<file path="src/rtl/round_controller.sv">
// Game-round sequencer: idle, 3-2-1 ready countdown, play, pause and game over.
// Drives the timer's go/restart controls, the HUD countdown digit and a round-end strobe.
module round_controller #(
  parameter logic [7:0] SEC_FRAMES       = 8'd60,
  parameter logic [7:0] OVER_LOCK_FRAMES = 8'd120
) (
  input  logic       clock,
  input  logic       reset,
  input  logic       frame_tick,
  input  logic       start_btn,
  input  logic       pause_btn,
  input  logic [7:0] time_left,
  output logic [2:0] state,
  output logic       timer_go,
  output logic       timer_restart,
  output logic [1:0] countdown,
  output logic       game_over
);

  localparam int unsigned FCNT_W = 8;

  typedef enum logic [2:0] {
    IDLE  = 3'd0,
    READY = 3'd1,
    PLAY  = 3'd2,
    PAUSE = 3'd3,
    OVER  = 3'd4
  } state_t;

  state_t            state_q;
  state_t            next_state;
  logic [FCNT_W-1:0] fcnt;
  logic [FCNT_W-1:0] next_fcnt;
  logic [1:0]        next_cd;
  logic              next_go;
  logic              next_restart;
  logic              next_over;
  logic              start_prev;
  logic              pause_prev;
  logic              start_edge;
  logic              pause_edge;
  logic              sec_done;

  assign start_edge = start_btn & ~start_prev;
  assign pause_edge = pause_btn & ~pause_prev;
  assign sec_done   = frame_tick && (fcnt == SEC_FRAMES - 8'd1);
  assign state      = state_q;

  // Previous-value flops reset high so a button held through reset is not an edge.
  always_ff @(posedge clock or posedge reset) begin
    if (reset) begin
      start_prev <= 1'b1;
      pause_prev <= 1'b1;
    end else begin
      start_prev <= start_btn;
      pause_prev <= pause_btn;
    end
  end

  // State, frame counter and registered outputs.
  always_ff @(posedge clock or posedge reset) begin
    if (reset) begin
      state_q       <= IDLE;
      fcnt          <= '0;
      countdown     <= 2'd0;
      timer_go      <= 1'b0;
      timer_restart <= 1'b1;
      game_over     <= 1'b0;
    end else begin
      state_q       <= next_state;
      fcnt          <= next_fcnt;
      countdown     <= next_cd;
      timer_go      <= next_go;
      timer_restart <= next_restart;
      game_over     <= next_over;
    end
  end

  // Next-state and next-output decode.
  always_comb begin
    next_state = state_q;
    next_cd    = countdown;

    case (state_q)
      IDLE: begin
        if (start_edge) begin
          next_state = READY;
          next_cd    = 2'd3;
        end
      end
      READY: begin
        if (sec_done) begin
          if (countdown == 2'd1) begin
            next_state = PLAY;
            next_cd    = 2'd0;
          end else begin
            next_cd = countdown - 2'd1;
          end
        end
      end
      PLAY: begin
        if (time_left == 8'd0) begin
          next_state = OVER;
        end else if (pause_edge) begin
          next_state = PAUSE;
        end
      end
      PAUSE: begin
        if (start_edge) begin
          next_state = IDLE;
        end else if (pause_edge) begin
          next_state = PLAY;
        end
      end
      OVER: begin
        // Early start presses are dropped, not remembered.
        if (start_edge && (fcnt >= OVER_LOCK_FRAMES)) begin
          next_state = READY;
          next_cd    = 2'd3;
        end
      end
      default: next_state = IDLE;
    endcase

    if (next_state != READY) begin
      next_cd = 2'd0;
    end

    next_fcnt = fcnt;
    if ((next_state != state_q) || ((state_q == READY) && sec_done)) begin
      next_fcnt = '0;
    end else if (frame_tick && (fcnt != 8'hFF)) begin
      next_fcnt = fcnt + 8'd1;
    end

    next_go      = (next_state == PLAY);
    next_restart = (next_state == IDLE) || (next_state == READY);
    next_over    = (state_q == PLAY) && (next_state == OVER);
  end

endmodule

</file>
<file path="config.mk">
export PLATFORM = sky130hd
export DESIGN_NAME = round_controller
export DESIGN_NICKNAME = d
export VERILOG_FILES = /design/src/rtl/round_controller.sv
export SDC_FILE = /design/constraint.sdc
export NUM_CORES = 1
export LEC_CHECK = 0
export ABC_AREA = 1
export ABC_CLOCK_PERIOD_IN_PS = 1800
export CAP_MARGIN = 30
export CORE_MARGIN = 4
export CORE_UTILIZATION = 48
export DETAILED_ROUTE_END_ITERATION = 6
export PLACE_DENSITY = 0.85
export SYNTH_ARGS = -nofsm -noshare
export SYNTH_HDL_FRONTEND = slang
export SYNTH_SLANG_ARGS = --single-unit
</file>
<file path="constraint.sdc">
create_clock -name clock -period 1.8 [get_ports clock]
set_input_delay 0.27 -clock clock [delete_from_list [all_inputs] [get_ports clock]]
set_output_delay 0.27 -clock clock [all_outputs]
set_load 0.02 [all_outputs]
</file>
==> results of run 1 <==
==> through the flow <==
step	total power, mW	utilization, %
finish	1.505	63.39
CTS	1.478	62.71
detailed placement	1.270	61.51
global route	1.608	63.39
global placement	1.240	61.51
floorplan	1.049	-
==> cell usage in the layout, fill, tap and decap left out, types with 4 or more instances in the layout <==
cell type and count:
buf_4 4, clkdlybuf4s50_1 20, dfrtp_1 15, inv_1 15, inv_2 7, nand2_1 32, nand2_2 5, nand3_1 11
nor2_1 13, nor2_2 9
==> state kept, by name, indices dropped and copies added (netlist names) <==
register and count:
fcnt 8, state 3, timer_restart 1, timer_go 1
countdown 2, game_over 1, pause_prev 1, start_prev 1
==> Yosys cell counts, drive strengths merged <==
| cell type | count |
|---|---|
| inv | 22 |
| nand3 | 11 |
| xnor2 | 2 |
| nor3 | 2 |
| ha | 3 |
| o211ai | 1 |
| dfrtp | 15 |
| a21oi | 2 |
| o311ai | 1 |
| dfstp | 3 |
| xor2 | 3 |
| nand2 | 39 |
| nor2 | 25 |
| o31ai | 1 |
| o21ai | 4 |
| nand4 | 3 |
==> metal layers <==
| layer | GRT usage, % | routed length (um) | vias up |
|---|---|---|---|
| met5 | 0 | 0 | - |
| met4 | 6.441 | 16 | 0 |
| met3 | 4.176 | 156 | 2 |
| met2 | 26.35 | 1148 | 36 |
| met1 | 17.73 | 957 | 447 |
| li1 | - | - | 483 |
==> final cells by class <==
cell class	count	area [um2]
fill	192	802.0
inverter	22	82.58
sequential	18	454.2
timing repair buffer	24	230.2
tap	28	35.03
clock buffer	4	26.28
multi-input combinational	97	560.5
==> worst min-delay path by stage <==
stage | from | endpoint
floorplan | reset | countdown[0]
global placement | countdown[0] | countdown[0]
detailed placement | countdown[0] | countdown[0]
CTS | reset | fcnt[5]
global route | reset | countdown[1]
finish | reset | state[1]
==> cells by family (layout without fill, tap and decap cells) <==
family / after synthesis / in the layout / share of synthesized area [%]
AND/OR/NAND/NOR: 80 / 80 / 37.40
buffers and inverters: 22 / 50 / 7.526
flip-flops: 18 / 18 / 41.39
AO/OA/AOI/OAI: 9 / 9 / 6.272
XOR/XNOR: 5 / 5 / 3.992
adder cells (fa/ha/maj): 3 / 3 / 3.421
==> power groups by stage <==
stage / Sequential [mW] / Combinational [mW] / Clock, mW
3_3_place_gp: 0.562 / 0.678 / 0
3_5_place_dp: 0.567 / 0.703 / 0
4_1_cts: 0.560 / 0.707 / 0.211
6_report: 0.556 / 0.742 / 0.208
2_1_floorplan: 0.611 / 0.438 / 0
5_1_grt: 0.566 / 0.816 / 0.227
==> impl_results.md, run 1 <==
- PwrDens: roughly 1100 nW/um2
- Top-area cell type share of the netlist area: 34.21%
- # setup viols final: 0
- I/O pin cnt: 21
- Routed wire per std cell: roughly 12 um
- Worst EP arrival: around 1.5 ns
- Gr ovfl total: 0
- Switching power: 648.4 uW
- Fin crit share: 97.39%
- Htree depth: 1
- Area growth syn-to-layout: 26.57%
- Logic pwr share: 49.3%
- Gpl congestion: 0.8343
- Register bit total from synthesis: 18
- CP cell instances: clkdlybuf4s50_1
- IO buf count: 20
- # clock sinks: 18
- Placed cell area: 1348 um2
- Leak: 0.6700 nW
- Unrepaired setup endpoints after global routing: false
- # hold bufs at CTS: 0
- Max clock buf depth: 2
- Max Cap Viol: 0
- CP required: around 1.5 ns
- # rows: 17
- Iteration-0 DRC Markers: 36
- Worst-margin pin slew: 0.3108 ns
- CTS resizes: 0
- Drt first pass iters: 4
- Crit path max-delay cell type: clkdlybuf4s50_1
- Relative slew margins: 79.02%
- R2R Path End: fcnt[6]
- Crit-path leading delay family: buffers and inverters
- Largest net degree at the start of global routing: 19
- Die Y: approximately 56 um
- Worst reg-to-reg setup slack: 0.12 ns
- Routed Antenna Nets: 0
- Setup_tns: 0 ns
- Sw Share: 43.07%
- Synth Instances: 137
- # Post-CTS Setup Buffers: 0
- Clk slew on worst S/H paths: 0.10 ns
- Initial antenna violation count: 0
- Critical Path Start Type: flip-flop
- Detailed Place HPWL: about 1800 um
- Clk Latency, worst-skew pair: 0.30 ns
- Starting Density: 50.09%
- Synth top area cells: dfrtp_1, nand2_1, dfstp_2
- Final Max Tran Viols: 0
- Synth Area per Inst: 8.010 um2
- Sequential share of power: 36.9%
- Hold Slack: 0.2655 ns
- Crit. Startpoint: state[1]
- Worst IR Drop VDD: 0.7163 mV
- Root Buffer: clkbuf_4
- Worst Path Max Fanout: 6
- Setup Skew: 0.01250 ns
- Core ar.: 2191 um2
- Fmax: ~570 MHz
- Status: finished, final reports clean
- Cell-internal power: 857.0 uW
- CTS tree: done
- CP Buf/Inv Count: 1
- Worst setup EP type: output pin
- Share of layout cells above drive strength 1: 23.64%
- Cell depth of the worst flop-to-flop path: 7
- Yosys cell types: 25
- Vias per cell: 5.016
- Yosys warnings: 0
- DR DRC count: 0
- First-pass GRT wire length: 3877 um
- Die area: 3115 um2
- Synthesized area: 1097 um2
- Setup ws final: 0.04703 ns
- DP Cell Count: between 150 and 200
- Routed via count: 968
- Die W: 55.81 um
- Syn nets: 153
- Final Hold Viols: 0
- R2r startpoint: fcnt[0]
- CP max stage delay: 0.68 ns
- Post-synthesis sequential area ratio: 41.39%
- Total Routing Usage GR: 15.28%
- Tightest Hold Check Type: input pin to async pin
- Final min period: 1.753 ns
- Largest area contributor in the netlist: dfrtp_1
- Setup Slack @ Placement: -0.0006268 ns
- Setup CP Type: flip-flop to output pin
- Clock share of power: 13.8%
- Diodes inserted: 0
- WL final: roughly 2300 um
- Finished Layout Cells: 193
- Path length in cells of the critical path: 1
- Final instance area: 1389 um2
- Critical Path End: state[1]
- Final #Nets: 182
- Number of global-route vias before repair: 935
- CTS buffer count: 3
Note: power is estimated with default switching activity, not from simulation.
==> inputs of run 2 (changes only) <==
==> constraint.sdc (replaced) <==
create_clock -name clock -period 1.8 [get_ports clock]
set_input_delay 0.36 -clock clock [delete_from_list [all_inputs] [get_ports clock]]
set_output_delay 0.36 -clock clock [all_outputs]
set_load 0.02 [all_outputs]
==> run 2 against run 1 <==
Compared with the run above: non-clock buffer count up 1; worst setup slack better by 0.070 ns; combinational power is 0.7% lower; clock skew is 0.0086 ns lower; sequential share of layout area down 0.55 points; sequential power hardly changed.
==> impl_results.md, run 2 (same netlist as run 1, synthesis figures left out) <==
- Status: finished, final reports clean
- Die Y: 55.81 um
- Worst-margin pin slew: between 0.3 and 0.4 ns
- Starting Density: 50.09%
- Detailed Place HPWL: 1883 um
- # clock sinks: 18
- # setup viols final: 0
- Max clock buf depth: 2
- I/O pin cnt: 21
- Worst reg-to-reg setup slack: 0.12 ns
- Worst EP arrival: approximately 1.9 ns
- Final Hold Viols: 0
- # hold bufs at CTS: 0
- Sequential share of power: 36.3%
- Worst setup EP type: flip-flop
- Setup Skew: around 0.0039 ns
- Fmax: 594.1 MHz
- PwrDens: 1087 nW/um2
- Finished Layout Cells: 194
- Worst Path Max Fanout: 6
- Fin crit share: a little over 90%
- Core ar.: around 2200 um2
- First-pass GRT wire length: 3891 um
- Drt first pass iters: 4
- Initial antenna violation count: 0
- CTS tree: done
- CTS buffer count: 3
- Fillers: 196
- Switching power: 634.0 uW
- Die area: 3115 um2
- Worst IR Drop VDD: just under 0.8 mV
- Relative slew margins: 79.51%
- Cell depth of the worst flop-to-flop path: 7
- Area growth syn-to-layout: 28.73%
- Final min period: around 1.7 ns
- Routed wire per std cell: 11.61 um
- Most frequent cells in the layout: nand2_1, clkdlybuf4s50_1, inv_1, dfrtp_1, nor2_1
- Total Routing Usage GR: 15.31%
- R2r startpoint: fcnt[0]
- Diodes inserted: 0
- CTS resizes: 1
- Most common cell after layout, fill and taps aside: nand2_1
- Setup ws final: 0.1167 ns
- CP cell instances: ha_1 -> nand3_1 -> nor2_1 -> a21oi_4 -> nand2_1 -> o31ai_1 -> nor2_2
- Clk Latency, worst-skew pair: 0.29 ns
- Final #Nets: 183
- Setup Slack @ Placement: -0.1196 ns
- CP required: 1.98 ns
- Biggest register: fcnt
- Logic pwr share: between 40% and 50%
- Clk slew on worst S/H paths: around 0.10 ns
- Crit path max-delay cell type: dfrtp_1
- Die W: about 56 um
- CP max stage delay: 0.42 ns
- Register area: 454.2 um2
- Htree depth: 1
- R2R Path End: fcnt[6]
- Setup CP Type: flip-flop to flip-flop
- Iteration-0 DRC Markers: 24
- Placed cell area: 1370 um2
- Gr ovfl total: 0
- Final Max Tran Viols: 0
- # Post-CTS Setup Buffers: 0
- Tightest Hold Check Type: input pin to async pin
- Final instance area: ~1400 um2
- # rows: 17
- Setup_tns: 0 ns
- Largest register FFs: 8
- Cell-internal power: 900.9 uW
- Sw Share: 41.31%
- Leak: 0.7099 nW
- Root Buffer: clkbuf_4
- Largest net degree at the start of global routing: 19
- Routed Antenna Nets: 0
- DR DRC count: 0
- WL final: 2253 um
- Unrepaired setup endpoints after global routing: false
- Vias per cell: roughly 4.9
- Share of layout cells above drive strength 1: 24.70%
- Clock share of power: 15.6%
- Area of the multi-input gates: 560.5 um2
- Critical Path Start Type: flip-flop
- Number of global-route vias before repair: 1003
- DP Cell Count: 190
- Hold Slack: between 0.3 and 0.4 ns
- IO buf count: 20
- Gpl congestion: 0.8091
- Routed via count: ~960
- Max Cap Viol: 0
-- run 2: final cells by class --
class	instances	share of cell area (%)
multi-input combinational	97	39.68
tap	28	2.480
clock buffer	4	2.569
inverter	22	5.846
timing repair buffer	25	17.27
sequential	18	32.15
-- run 2: power groups by stage --
stage | clock, mW | combinational [mW] | sequential (mW)
after global routing | 0.272 | 0.823 | 0.572
after global placement | 0 | 0.719 | 0.560
after floorplan | 0 | 0.438 | 0.611
after detailed placement | 0 | 0.748 | 0.566
final | 0.240 | 0.737 | 0.558
after CTS | 0.249 | 0.750 | 0.557
-- run 2: worst max-delay path, delay by kind of cell, from the launching register on --
kind                       cells  cell delay (ns)
adders and majority gates      1             0.24
AOI/OAI and AO/OA              2             0.51
DFF                            1             0.42
and+or+nand+nor                4             0.40
-- run 2: worst max-delay path by stage --
stage / cells past startpoint / slack (ns) / from / end
6_report: 7 / 0.12 / fcnt[0] / fcnt[6]
5_1_grt: 7 / 0.02 / fcnt[0] / fcnt[6]
4_1_cts: 1 / 0.02 / timer_restart / timer_restart
3_5_place_dp: 12 / -0.12 / start_btn / fcnt[6]
3_3_place_gp: 12 / -0.03 / start_btn / fcnt[5]
2_1_floorplan: 7 / 0.33 / fcnt[0] / fcnt[6]
-- run 2: through the flow --
| stage | total power, mW | util [%] |
|---|---|---|
| floorplan | 1.049 | - |
| global placement | 1.280 | 62.54 |
| detailed placement | 1.314 | 62.54 |
| CTS | 1.556 | 64.13 |
| global route | 1.667 | 64.48 |
| finish | 1.535 | 64.48 |
-- run 2: per-layer routing --
metal | vias to the layer above | routed length, um | global-route usage, % | share of wire (%)
li1 | 484 | - | - | -
met1 | 450 | 947 | 17.39 | 42
met2 | 22 | 1201 | 28.04 | 53
met3 | 2 | 93 | 2.552 | 4.1
met4 | 0 | 10 | 6.441 | 0.44
met5 | - | 0 | 0 | 0
==> inputs of run 3 (changes only) <==
--- a/config.mk
+++ b/config.mk
@@ -12,6 +12,7 @@
 export CORE_UTILIZATION = 48
 export DETAILED_ROUTE_END_ITERATION = 6
 export PLACE_DENSITY = 0.85
+export SETUP_SLACK_MARGIN = 0.02
 export SYNTH_ARGS = -nofsm -noshare
 export SYNTH_HDL_FRONTEND = slang
 export SYNTH_SLANG_ARGS = --single-unit
==> run 3 against run 2 <==
Compared with the run above: non-clock buffer count grew 1; flip-flop and latch count did not move; global-route usage unchanged; worst setup slack gained 0.017 ns; critical endpoint is now fcnt[7].
==> impl_results.md, run 3 (same netlist as run 1, synthesis figures left out) <==
- Die W: 55.81 um
- Setup Skew: roughly 0.0027 ns
- Clk slew on worst S/H paths: 0.10 ns
- Worst-margin pin slew: 0.3044 ns
- Gr ovfl total: 0
- Initial antenna violation count: 0
- Iteration-0 DRC Markers: 28
- Clk Latency, worst-skew pair: 0.29 ns
- Leak: 0.7134 nW
- Drt first pass iters: 4
- Htree depth: 1
- Total Routing Usage GR: 15.31%
- Core ar.: between 2000 and 2500 um2
- Unrepaired setup endpoints after global routing: false
- Worst reg-to-reg setup slack: 0.13 ns
- Max Cap Viol: 0
- Fin crit share: ~90%
- Final Max Tran Viols: 0
- Routed via count: 976
- Busiest grt layer: met2
- DR DRC count: 0
- Final min period: 1.666 ns
- Final core utilization: 64.88%
- Worst EP arrival: 1.85 ns
- GR Layer Usage met1: 17.39%
- Detailed Place HPWL: 1883 um
- Fmax: 600.3 MHz
- R2r startpoint: fcnt[0]
- Largest net degree at the start of global routing: 19
- Starting Density: between 50 and 60%
- Logic pwr share: 48.7%
- Tightest Hold Check Type: input pin to async pin
- Fillers: between 150 and 200
- Placed cell area: 1370 um2
- WL final: roughly 2300 um
- Worst setup EP type: flip-flop
- Worst Path Max Fanout: 6
- Cell depth of the worst flop-to-flop path: 9
- Status: finished, final reports clean
- Most frequent cells in the layout: nand2_1, clkdlybuf4s50_1, inv_1, dfrtp_1, nor2_1
- Die Y: 55.81 um
- R2R Path End: fcnt[7]
- Vias per cell: 5.005
- Sw Share: 41.37%
- CP required: 1.99 ns
- Clock share of power: between 10% and 20%
- Relative slew margins: 79.45%
- Routed Antenna Nets: 0
- I/O pin cnt: 21
- # setup viols final: 0
- Sequential share of power: 35.8%
- CTS tree: done
- Root Buffer: clkbuf_4
- Critical Path Start Type: flip-flop
- Number of global-route vias before repair: 1003
- Setup CP Type: flip-flop to flip-flop
- Routed wire per std cell: 11.78 um
- Biggest register: fcnt
- Worst IR Drop VDD: ~0.78 mV
- PwrDens: 1092 nW/um2
- Final Hold Viols: 0
- Area growth syn-to-layout: 29.53%
- # rows: 17
- GR Util met3: between 2 and 3%
- Max clock buf depth: 2
- Largest register FFs: 8
- Switching power: 642.0 uW
- First-pass GRT wire length: just under 4000 um
- CTS buffer count: 3
- Diodes inserted: 0
- # clock sinks: 18
- Final #Nets: 184
- Final instance area: 1421 um2
- Cell-internal power: about 910 uW
- Die area: around 3100 um2
- Met2 Use GR: 28.04%
- IO buf count: 20
- Gpl congestion: 0.8091
- Share of layout cells above drive strength 1: 25.75%
- Most common cell after layout, fill and taps aside: nand2_1
==> run 3: timing repair <==
action,in CTS,in global routing
endpoints found under the setup margin,2,4
gates resized for setup,2,3
hold buffers,0,0
buffers inserted,0,1
endpoints found under the hold margin,0,0
cloned,0,0
==> run 3: worst max-delay path by stage <==
stage          slack (ns)  startpoint       end
6_report             0.13     fcnt[0]   fcnt[7]
4_1_cts              0.03    state[0]  state[0]
2_1_floorplan        0.33     fcnt[0]   fcnt[6]
3_5_place_dp        -0.12   start_btn   fcnt[6]
3_3_place_gp        -0.03   start_btn   fcnt[5]
5_1_grt              0.02     fcnt[0]   fcnt[0]
==> run 3: power by group through the flow <==
stage,clock network (mW),registers (mW),logic [mW]
after CTS,0.249,0.557,0.746
after detailed placement,0,0.566,0.748
after global routing,0.272,0.567,0.840
after global placement,0,0.560,0.719
final,0.241,0.555,0.755
after floorplan,0,0.611,0.438
==> run 3: per-stage QoR <==
step / setup TNS [ns] / power (mW) / setup slack [ns] / hold WS [ns] / std cells
global placement: -0.2114 / 1.280 / -0.03175 / 0.5469 / 190
global route: 0 / 1.680 / 0.02120 / 0.3830 / 195
detailed placement: -0.8578 / 1.314 / -0.1196 / 0.5683 / 190
CTS: 0 / 1.551 / 0.03106 / 0.3724 / 194
floorplan: 0 / 1.049 / 0.3285 / 0.2964 / 137
finish: 0 / 1.552 / 0.1341 / 0.3728 / 195
==> run 3: area by class of cell <==
cell class                      count  area (um2)  area share (%)
Timing Repair Buffer               26       247.7           17.43
Multi-Input combinational cell     97       565.5           39.79
Clock buffer                        4       36.28           2.553
Tap cell                           28       35.03           2.465
Inverter                           22       82.58           5.810
Sequential cell                    18       454.2           31.95
==> run 3: critical path: stages (launching register included) <==
cell and delay [ns]:
dfrtp_1 0.43, ha_1 0.24, nand3_1 0.12, nor2_1 0.09
a21oi_4 0.22, inv_2 0.06, nor2_1 0.16, nand3_1 0.11
nand3_1 0.10, nor2_2 0.04
==> run 3: per-layer routing <==
layer	share of wire (%)	vias up
li1	-	487
met1	41	460
met2	54	27
met3	4.5	2
met4	0.44	0
met5	0	-
